`src/rtl/instruction_fetch.sv`:
```
// instruction_fetch: PC generation and IF/ID pipeline register for the 32-bit single-issue core.
//
// The block sits in front of a combinational instruction memory. It presents the PC on
// imem_addr_o and registers the returned word, together with its PC and PC+4, toward decode.
//
// Ports:
//   clk                - rising-edge clock
//   rst_n              - synchronous, active-low reset
//   stall_i            - hazard unit request to hold PC and IF/ID
//   redirect_i         - taken branch/jump from execute; wins over stall_i
//   redirect_target_i  - new PC when redirect_i is high (low two bits are dropped)
//   imem_addr_o        - fetch address, always the PC register
//   imem_instr_i       - instruction word returned combinationally for imem_addr_o
//   if_id_pc_o         - PC of the registered instruction
//   if_id_pc4_o        - if_id_pc_o + 4
//   if_id_instr_o      - registered instruction, NOP_INSTR for a bubble
//   if_id_valid_o      - registered instruction is real
//   fetch_fault_o      - sticky: a fetch was attempted outside the instruction memory
//   misalign_fault_o   - sticky: a redirect target was not word aligned
module instruction_fetch #(
  parameter int unsigned          DATA_WIDTH    = 32,
  parameter int unsigned          ADDRESS_WIDTH = 32,
  parameter int unsigned          MEM_SIZE      = 256,
  parameter logic [ADDRESS_WIDTH-1:0] RESET_PC  = '0,
  parameter logic [DATA_WIDTH-1:0]    NOP_INSTR = 32'h0000_0013
) (
  input  logic                     clk,
  input  logic                     rst_n,
  input  logic                     stall_i,
  input  logic                     redirect_i,
  input  logic [ADDRESS_WIDTH-1:0] redirect_target_i,
  output logic [ADDRESS_WIDTH-1:0] imem_addr_o,
  input  logic [DATA_WIDTH-1:0]    imem_instr_i,
  output logic [ADDRESS_WIDTH-1:0] if_id_pc_o,
  output logic [ADDRESS_WIDTH-1:0] if_id_pc4_o,
  output logic [DATA_WIDTH-1:0]    if_id_instr_o,
  output logic                     if_id_valid_o,
  output logic                     fetch_fault_o,
  output logic                     misalign_fault_o
);

  // Memory size in bytes, one bit wider than an address so a memory covering the whole
  // address space does not wrap to zero.
  localparam logic [ADDRESS_WIDTH:0] MemWords = (ADDRESS_WIDTH+1)'(MEM_SIZE);
  localparam logic [ADDRESS_WIDTH:0] MemBytes = MemWords << 2;

  localparam logic [ADDRESS_WIDTH-1:0] PcStep = ADDRESS_WIDTH'(4);

  logic [ADDRESS_WIDTH-1:0] pc_d, pc_q;
  logic [ADDRESS_WIDTH-1:0] if_id_pc_d, if_id_pc_q;
  logic [ADDRESS_WIDTH-1:0] if_id_pc4_d, if_id_pc4_q;
  logic [DATA_WIDTH-1:0]    if_id_instr_d, if_id_instr_q;
  logic                     if_id_valid_d, if_id_valid_q;
  logic                     fetch_fault_d, fetch_fault_q;
  logic                     misalign_fault_d, misalign_fault_q;

  logic [ADDRESS_WIDTH-1:0] pc_plus4;
  logic                     pc_in_range;

  // Wraps silently modulo 2^ADDRESS_WIDTH.
  assign pc_plus4    = pc_q + PcStep;
  // Compare on the full byte address so index aliasing past the end is never forwarded.
  assign pc_in_range = {1'b0, pc_q} < MemBytes;

  always_comb begin
    pc_d             = pc_q;
    if_id_pc_d       = if_id_pc_q;
    if_id_pc4_d      = if_id_pc4_q;
    if_id_instr_d    = if_id_instr_q;
    if_id_valid_d    = if_id_valid_q;
    fetch_fault_d    = fetch_fault_q;
    misalign_fault_d = misalign_fault_q;

    if (redirect_i) begin
      // Squash the word fetched this cycle; pc/pc4 fields of the bubble keep old values.
      pc_d          = {redirect_target_i[ADDRESS_WIDTH-1:2], 2'b00};
      if_id_instr_d = NOP_INSTR;
      if_id_valid_d = 1'b0;
      if (redirect_target_i[1:0] != 2'b00) begin
        misalign_fault_d = 1'b1;
      end
    end else if (!stall_i) begin
      pc_d        = pc_plus4;
      if_id_pc_d  = pc_q;
      if_id_pc4_d = pc_plus4;
      if (pc_in_range) begin
        if_id_instr_d = imem_instr_i;
        if_id_valid_d = 1'b1;
      end else begin
        if_id_instr_d = NOP_INSTR;
        if_id_valid_d = 1'b0;
        fetch_fault_d = 1'b1;
      end
    end
  end

  always_ff @(posedge clk) begin
    if (!rst_n) begin
      pc_q             <= RESET_PC;
      if_id_pc_q       <= '0;
      if_id_pc4_q      <= '0;
      if_id_instr_q    <= NOP_INSTR;
      if_id_valid_q    <= 1'b0;
      fetch_fault_q    <= 1'b0;
      misalign_fault_q <= 1'b0;
    end else begin
      pc_q             <= pc_d;
      if_id_pc_q       <= if_id_pc_d;
      if_id_pc4_q      <= if_id_pc4_d;
      if_id_instr_q    <= if_id_instr_d;
      if_id_valid_q    <= if_id_valid_d;
      fetch_fault_q    <= fetch_fault_d;
      misalign_fault_q <= misalign_fault_d;
    end
  end

  assign imem_addr_o      = pc_q;
  assign if_id_pc_o       = if_id_pc_q;
  assign if_id_pc4_o      = if_id_pc4_q;
  assign if_id_instr_o    = if_id_instr_q;
  assign if_id_valid_o    = if_id_valid_q;
  assign fetch_fault_o    = fetch_fault_q;
  assign misalign_fault_o = misalign_fault_q;

endmodule

```
`config.mk`:
```
export PLATFORM = sky130hd
export DESIGN_NAME = instruction_fetch
export DESIGN_NICKNAME = d
export VERILOG_FILES = /design/src/rtl/instruction_fetch.sv
export SDC_FILE = /design/constraint.sdc
export NUM_CORES = 1
export LEC_CHECK = 0
export CAP_MARGIN = 10
export CORE_MARGIN = 3
export CORE_UTILIZATION = 50
export CTS_CLUSTER_SIZE = 14
export DETAILED_ROUTE_END_ITERATION = 6
export GPL_TIMING_DRIVEN = 1
export PLACE_DENSITY = 0.94
export REMOVE_ABC_BUFFERS = 1
export SYNTH_ARGS = -nofsm -noshare
export SYNTH_HDL_FRONTEND = slang
export SYNTH_SLANG_ARGS = --single-unit
export TNS_END_PERCENT = 5
```
`constraint.sdc`:
```
create_clock -name clk -period 6 [get_ports clk]
set_clock_uncertainty 0.15 [all_clocks]
set_input_delay 1.2 -clock clk [delete_from_list [all_inputs] [get_ports clk]]
set_output_delay 1.2 -clock clk [all_outputs]
set_load 0.05 [all_outputs]
```
Word level (Yosys, flattened, before mapping)
Index checks and enable logic that the tools add are counted.
{"block": "op_classes", "addsub": 1, "n_lt_le_gt_ge": 1, "eq_ne": 1, "muxes": 4, "bitwise_logic": 4, "reduce_logical": 5}
{"op": "two-way mux 32 bit", "count": 3}
{"op": "adder 32 x 3 -> 32 bit, second input constant", "count": 1}
{"op": "< comparator 32 x 11 -> 1 bit, second input constant", "count": 1}
{"op": "inverter 1 bit", "count": 4}
{"op": "AND reduction 2 bit", "count": 2}
{"op": "AND reduction 3 bit", "count": 1}
{"op": "inequality test 2 x 1 -> 1 bit, second input constant", "count": 1}
{"op": "nonzero test 2 bit", "count": 1}
{"op": "OR reduction 2 bit", "count": 1}
{"op": "two-way mux 1 bit", "count": 1}
{"block": "word_totals", "reg_bits": 131, "input_bits": 68, "output_inout_bits": 131, "wordCells": 24}

Depth between registers and ports, before layout
Gate-level depths: netlist (run 1).
{"block": "logic_depth", "depth_word": 3, "mapped_depth": 7, "depth_no_buf": 5}

Least setup slack after synthesis (run 1)
No wires, ideal clock.
{"block": "synth_path", "kind": "input -> register", "startpoint": "input stall_i", "endpoint": "register pc_q[24], in the netlist imem_addr_o[24]", "setup_ns": 0.091, "arrival_time_ns": 2.749, "required_ns": 5.759, "path_slack_ns": 3.010, "path_stages": 5, "path_buffers": 2, "path_cell_list": "clkbuf_1 -> or4_4 -> buf_6 -> or4_1 -> a311oi_1"}
{"block": "synth_between", "elab_chain_len": 1}
{"element": "start: declaration", "line_no": "29", "rtl": "input logic stall_i,"}
{"element": "inequality test 2 x 1 -> 1 bit (no line)"}
{"element": "end signal: assignment", "line_no": "107", "rtl": "pc_q <= pc_d;"}
{"element": "end: declaration", "line_no": "49", "rtl": "logic [ADDRESS_WIDTH-1:0] pc_d, pc_q;"}
Every way passes these cells.
A chain may end at the register's enable or synchronous reset.

Worst setup path in the final report (run 1)
{"block": "layout_path", "startpoint": "input redirect_i", "endpoint": "register if_id_instr_q[29], in the netlist if_id_instr_o[29]"}
{"block": "layout_between", "elab_chain_len": 1}
{"element": "start: declaration", "line_no": "30", "rtl": "input logic redirect_i,"}
{"element": "OR reduction 2 bit (no line)"}
{"element": "end signal: assignment", "line_no": "110", "rtl": "if_id_instr_q <= if_id_instr_d;"}
{"element": "end: declaration", "line_no": "52", "rtl": "logic [DATA_WIDTH-1:0] if_id_instr_d, if_id_instr_q;"}
Every way passes these cells.

==> flow_summary.toml, run 1 <==
[status]
status = "complete, no violations"

[detailed_routing]
wl_per_cell_um = 17.4
drt_wl_total_mm = 18.4
wl_met2_mm = 8.32
drtIter0Drc = 619
via_per_inst = 6.04
num_vias = 6385
met3WireLength_mm = 2.25
drc = 0
dr.pass1.iters = 7
postRouteAntennaNets = 0
top_layer = "met4"
wl_met1_mm = 7.34

[sta]
max_freq_mhz = 286
fin_crit_ns = 3.49
slew_violations = 0
setup_violations = 0
hold_violations = 0
min_period_over_period_pct = 58.2
tns_ns = 0
tightest_slew_ns = 1.04
rsz0062_at_grt = "no"
slew-limit-headroom_pct = 30.8
setup_slack_ns = 2.51

[worst_setup_path]
worstPathMaxFanout = 30
worstSetupPathType = "in2reg"
required_ns = 6.17
arrival_ns = 3.67
worstSetupEndpointType = "flip-flop"
start_kind = "input port"
critPathMaxStageDelay_ns = 0.77
cp_slowest_cell = "nand2_1"
crit_chain = "clkdlybuf4s50_1, inv_1, nand2_1, a21oi_1"

[place]
gp_congestion = 0.916
port-buffer-count = 192
place_ws_ns = 2.10
dp_hpwl_mm = 12.3

[power_and_ir_drop]
swShare_pct = 28.0
p_switching_mw = 0.676
power_leakage_nw = 2.81
pwr-share-seq_pct = 38.0
p_clk_share_pct = 46.7
p_comb_share_pct = 15.2
power_density_nw_per_um2 = 288
ir_drop_v = 0.000164
p_int_mw = 1.74

[cts]
cts_tree = "done"
cts_buffers = 17
cts_setup_buffers = 0
cts_root_buf = "clkbuf_16"
hold_buffers = 0
clkSlewWorstSetupHoldPaths_ns = 0.06
htree_levels = 4
cts-resized-gates = 0
cts.sinks = 125
clk_path_buf_depth = 2
clock_latency_ns = 0.41

[yosys]
synth.ff_latch_count = 125
avgSynthCellArea_um2 = 7.77
synth-edff-count = 0
yosys_warnings = 0
netlist_instances = 768
synth-seq-area-share_pct = 41.9
ys_async_sr_fraction_pct = 0
netlist_area_um2 = 5970
synth_cell_type_count = 44
ys.flop_type = "dfxtp_1"

[finish]
syn_to_final_growth_pct = 40.6
drive_gt1_share_pct = 5.25
layout_common_cells = "191 x clkdlybuf4s50_1, 125 x dfxtp_1, 111 x nand2_1, 80 x a21oi_1, 57 x o21ai_0"
fin_nets = 970
diodes = 0
nFillCells = 870
final_common_cell = "clkdlybuf4s50_1"

[run]
cap_violations = 0

[die]
start_util_pct = 51.8
ios = 199
rows = 39
coreArea_um2 = 11500
die_w_um = 115
die-area_um2 = 13300
die_h_um = 115

[grt]
antenna_found_initial = 0
grt_use_total_pct = 27.6
overflow = 0
grt_pass1_wl_mm = 29.4
grt_start_max_net_pins = 67
grt_pass1_vias = 5856

[min_path]
min_path_type = "reg2reg"
-- final cells by class --
class,instances,area (um^2),area share (%)
Clock inverter,14,219,2.61
Sequential cell,125,2500,29.8
Inverter,35,131,1.57
Timing Repair Buffer,199,1970,23.5
Multi-Input combinational cell,523,2960,35.3
Tap cell,143,179,2.13
Clock buffer,18,429,5.12
-- stage by stage --
stage | hold WS [ns] | total power [mW] | std cells | cell area [um^2] | utilization, %
floorplan | 0.513 | 1.13 | 683 | 5580 | -
global placement | 0.290 | 1.29 | 1025 | 7740 | 67.2
detailed placement | 0.295 | 1.30 | 1025 | 7740 | 67.2
CTS | 0.306 | 2.41 | 1057 | 8390 | 72.8
global route | 0.323 | 2.48 | 1057 | 8390 | 72.8
finish | 0.305 | 2.41 | 1057 | 8390 | 72.8
-- registers in the layout (all words and copies together) (netlist names) --
name,cells
if_id_pc4_o,30
if_id_valid_o,1
if_id_instr_o,32
imem_addr_o,30
misalign_fault_o,1
fetch_fault_o,1
if_id_pc_o,30
-- power groups by stage --
stage / logic (mW) / clock network [mW] / registers (mW)
5_1_grt: 0.390 / 1.17 / 0.922
3_5_place_dp: 0.365 / 0 / 0.933
6_report: 0.367 / 1.13 / 0.918
3_3_place_gp: 0.361 / 0 / 0.932
4_1_cts: 0.367 / 1.13 / 0.915
2_1_floorplan: 0.0940 / 0 / 1.04
-- cells in the mapped netlist, drive strengths merged (2+ instances only) --
cell type	n	area share, %
o31a	2	0.29
nor2b	8	0.84
nand4	15	1.7
nand3	13	1.3
a21oi	80	6.7
nand2b	2	0.21
o21ai	57	4.8
nor3	19	1.6
a211oi	9	1.1
and3	5	0.52
a311oi	12	1.8
xnor2	15	2.2
nand2	112	7.2
or3	11	1.2
inv	35	2.2
nor4b	2	0.29
or4	47	6.0
and4	7	1.0
dfxtp	125	42
nor2	29	1.8
clkbuf	64	4.0
xor2	5	0.73
or2	3	0.31
mux2i	2	0.34
buf	26	2.7
nor4	20	2.1
and2	3	0.31
o31ai	15	1.9
a31oi	17	1.8
-- path summary, 6_finish.rpt --
kind,slack [ns],cells after the start,endpoint,startpoint
setup / recovery,2.51,4,if_id_instr_o[29]$_SDFFE_PP0N_,redirect_i
hold / removal,0.31,2,misalign_fault_o$_SDFFE_PN0P_,misalign_fault_o$_SDFFE_PN0P_
setup reg to reg,3.34,5,imem_addr_o[24]$_SDFFE_PN0P_,imem_addr_o[2]$_SDFFE_PN0P_
hold reg to reg,0.31,2,misalign_fault_o$_SDFFE_PN0P_,misalign_fault_o$_SDFFE_PN0P_
-- per-layer routing --
layer,GRT usage (%),up-vias
met3,10.5,64
li1,-,2995
met2,43.4,382
met1,33.9,2944
met4,11.9,0
met5,0,-
-- critical path: cells and delay by family --
family | cells | cell delay [ns]
buf+inv | 2 | 1.33
simple gates | 1 | 0.77
compound gates | 1 | 0.35
-- cells by family (layout without fill, tap and decap cells) --
logic type,count (synthesis),count (layout),synth area share (%)
buffers and inverters,125,266,8.93
other,1,6,0.0629
AOI/OAI and AO/OA,196,196,19.0
and+or+nand+nor,298,298,26.6
adders and majority gates,1,1,0.210
DFF,125,125,41.9
xor gates and xnor gates,20,20,2.94
muxes,2,2,0.336
(Power assumes the default switching activity.)
==> run 2: changes to the inputs <==
Settings changed: CORE_UTILIZATION 50 to 42, PLACE_DENSITY 0.94 to 0.85.
Clock period 6 ns to 2.9 ns, I/O delays scaled along.
==> flow_summary.toml, run 2 (synthesis results as in run 1) <==
[power_and_ir_drop]
p_int_mw = 3.42
ir_drop_v = 0.000309
p_clk_share_pct = 43.3
power_density_nw_per_um2 = 556
p_switching_mw = 1.34
power_mw = 4.76
pwr-share-seq_pct = 39.6
p_comb_share_pct = 17.1
power_leakage_nw = 2.89
swShare_pct = 28.1

[detailed_routing]
wl_per_cell_um = 17.4
postRouteAntennaNets = 0
via_per_inst = 5.68
dr.pass1.iters = 5
num_vias = 6301
drtIter0Drc = 596
drt_wl_total_mm = 19.3
drc = 0

[cts]
cts_tree = "done"
cts_root_buf = "clkbuf_16"
clk_path_buf_depth = 2
clkSlewWorstSetupHoldPaths_ns = 0.05
hold_buffers = 0
clock_latency_ns = 0.41
cts.sinks = 125
cts-resized-gates = 0
htree_levels = 4
cts_buffers = 17
cts_setup_buffers = 0

[finish]
largest_reg_flops = 32
fin_nets = 990
fin_util_pct = 63.2
final_cell_count_no_fill = 1109
diodes = 0
syn_to_final_growth_pct = 43.5
multi_input_area_um2 = 2960
layout_common_cells = "191 x clkdlybuf4s50_1, 125 x dfxtp_1, 111 x nand2_1, 80 x a21oi_1, 57 x o21ai_0"
nFillCells = 1165
register_area_um2 = 2500
final_common_cell = "clkdlybuf4s50_1"
drive_gt1_share_pct = 6.75

[worst_setup_path]
worstPathMaxFanout = 13
arrival_ns = 1.94
reg2reg_to = "imem_addr_o[24]$_SDFFE_PN0P_"
cp_slowest_cell = "clkdlybuf4s50_1"
reg2regPathDepth = 5
crit_family = "buffers and inverters"
rrSetupSlack_ns = 0.35
crit_chain = "clkdlybuf4s50_1"
critPathMaxStageDelay_ns = 0.90
crit_buf_inv = 1
r2r_start = "imem_addr_o[3]$_SDFFE_PN0P_"
worstSetupEndpointType = "primary output"
worstSetupPathType = "reg2out"
start_kind = "flip-flop"
required_ns = 2.17

[place]
port-buffer-count = 192
dp_cells = 1078
dp_hpwl_mm = 13.4
gp_congestion = 0.912
place_ws_ns = 0.421

[sta]
setup_slack_ns = 0.232
hold_violations = 0
min_period_over_period_pct = 92.0
tightest_slew_ns = 0.707
slew_violations = 0
slew-limit-headroom_pct = 52.5
setup_violations = 0
rsz0062_at_grt = "no"
tns_ns = 0
fin_crit_ns = 2.67
max_freq_mhz = 375

[grt]
grt_pass1_wl_mm = 31.0
antenna_found_initial = 0
grt_use_total_pct = 24.3
grt_pass1_vias = 5925
overflow = 0
grt_start_max_net_pins = 67

[min_path]
min_path_type = "reg2reg"
min_path_cells = 2
hp-start = "misalign_fault_o$_SDFFE_PN0P_"
hold_path_end = "misalign_fault_o$_SDFFE_PN0P_"

[die]
die_w_um = 125
ios = 199
die-area_um2 = 15700
coreArea_um2 = 13600
die_h_um = 125
start_util_pct = 44.0
rows = 42

[run]
cap_violations = 0

[status]
status = "complete, no violations"
## run 2: stage by stage
stage / cell area [um^2] / hold WS [ns]
floorplan: 5580 / 0.513
global placement: 7990 / 0.288
detailed placement: 7990 / 0.290
CTS: 8560 / 0.298
global route: 8560 / 0.324
finish: 8560 / 0.297
## run 2: cell type report
| cell class | count | share of cell area, % |
|---|---|---|
| clock buffer | 25 | 5.67 |
| timing repair buffer | 219 | 25.5 |
| sequential | 125 | 29.2 |
| inverter | 35 | 1.53 |
| clock inverter | 6 | 0.994 |
| tap | 176 | 2.57 |
| multi-input combinational | 523 | 34.5 |
## run 2: routing by layer
layer,track usage [%],part of all wire (%)
met5,0,0
met4,9.38,1.9
met2,38.5,47
met3,10.2,12
met1,29.5,39
## run 2: how the worst max path moves through the flow
stage                                 startpoint                           end  slack (ns)  depth (start not counted)
finish              imem_addr_o[22]$_SDFFE_PN0P_               imem_addr_o[22]        0.23                          1
global route         imem_addr_o[6]$_SDFFE_PN0P_                imem_addr_o[6]        0.19                          1
CTS                 imem_addr_o[14]$_SDFFE_PN0P_               imem_addr_o[14]        0.24                          1
detailed placement   imem_addr_o[3]$_SDFFE_PN0P_  imem_addr_o[24]$_SDFFE_PN0P_        0.42                          5
global placement     imem_addr_o[3]$_SDFFE_PN0P_  imem_addr_o[24]$_SDFFE_PN0P_        0.49                          5
floorplan                             redirect_i  if_id_pc4_o[29]$_SDFFE_PN0P_       -0.90                          4
## run 2: power by group through the flow
stage          combinational, mW  sequential [mW]  clock [mW]
2_1_floorplan              0.195             2.15           0
3_3_place_gp               0.803             1.91           0
3_5_place_dp               0.811             1.92           0
4_1_cts                    0.815             1.88        2.09
5_1_grt                    0.861             1.89        2.15
6_report                   0.815             1.88        2.06
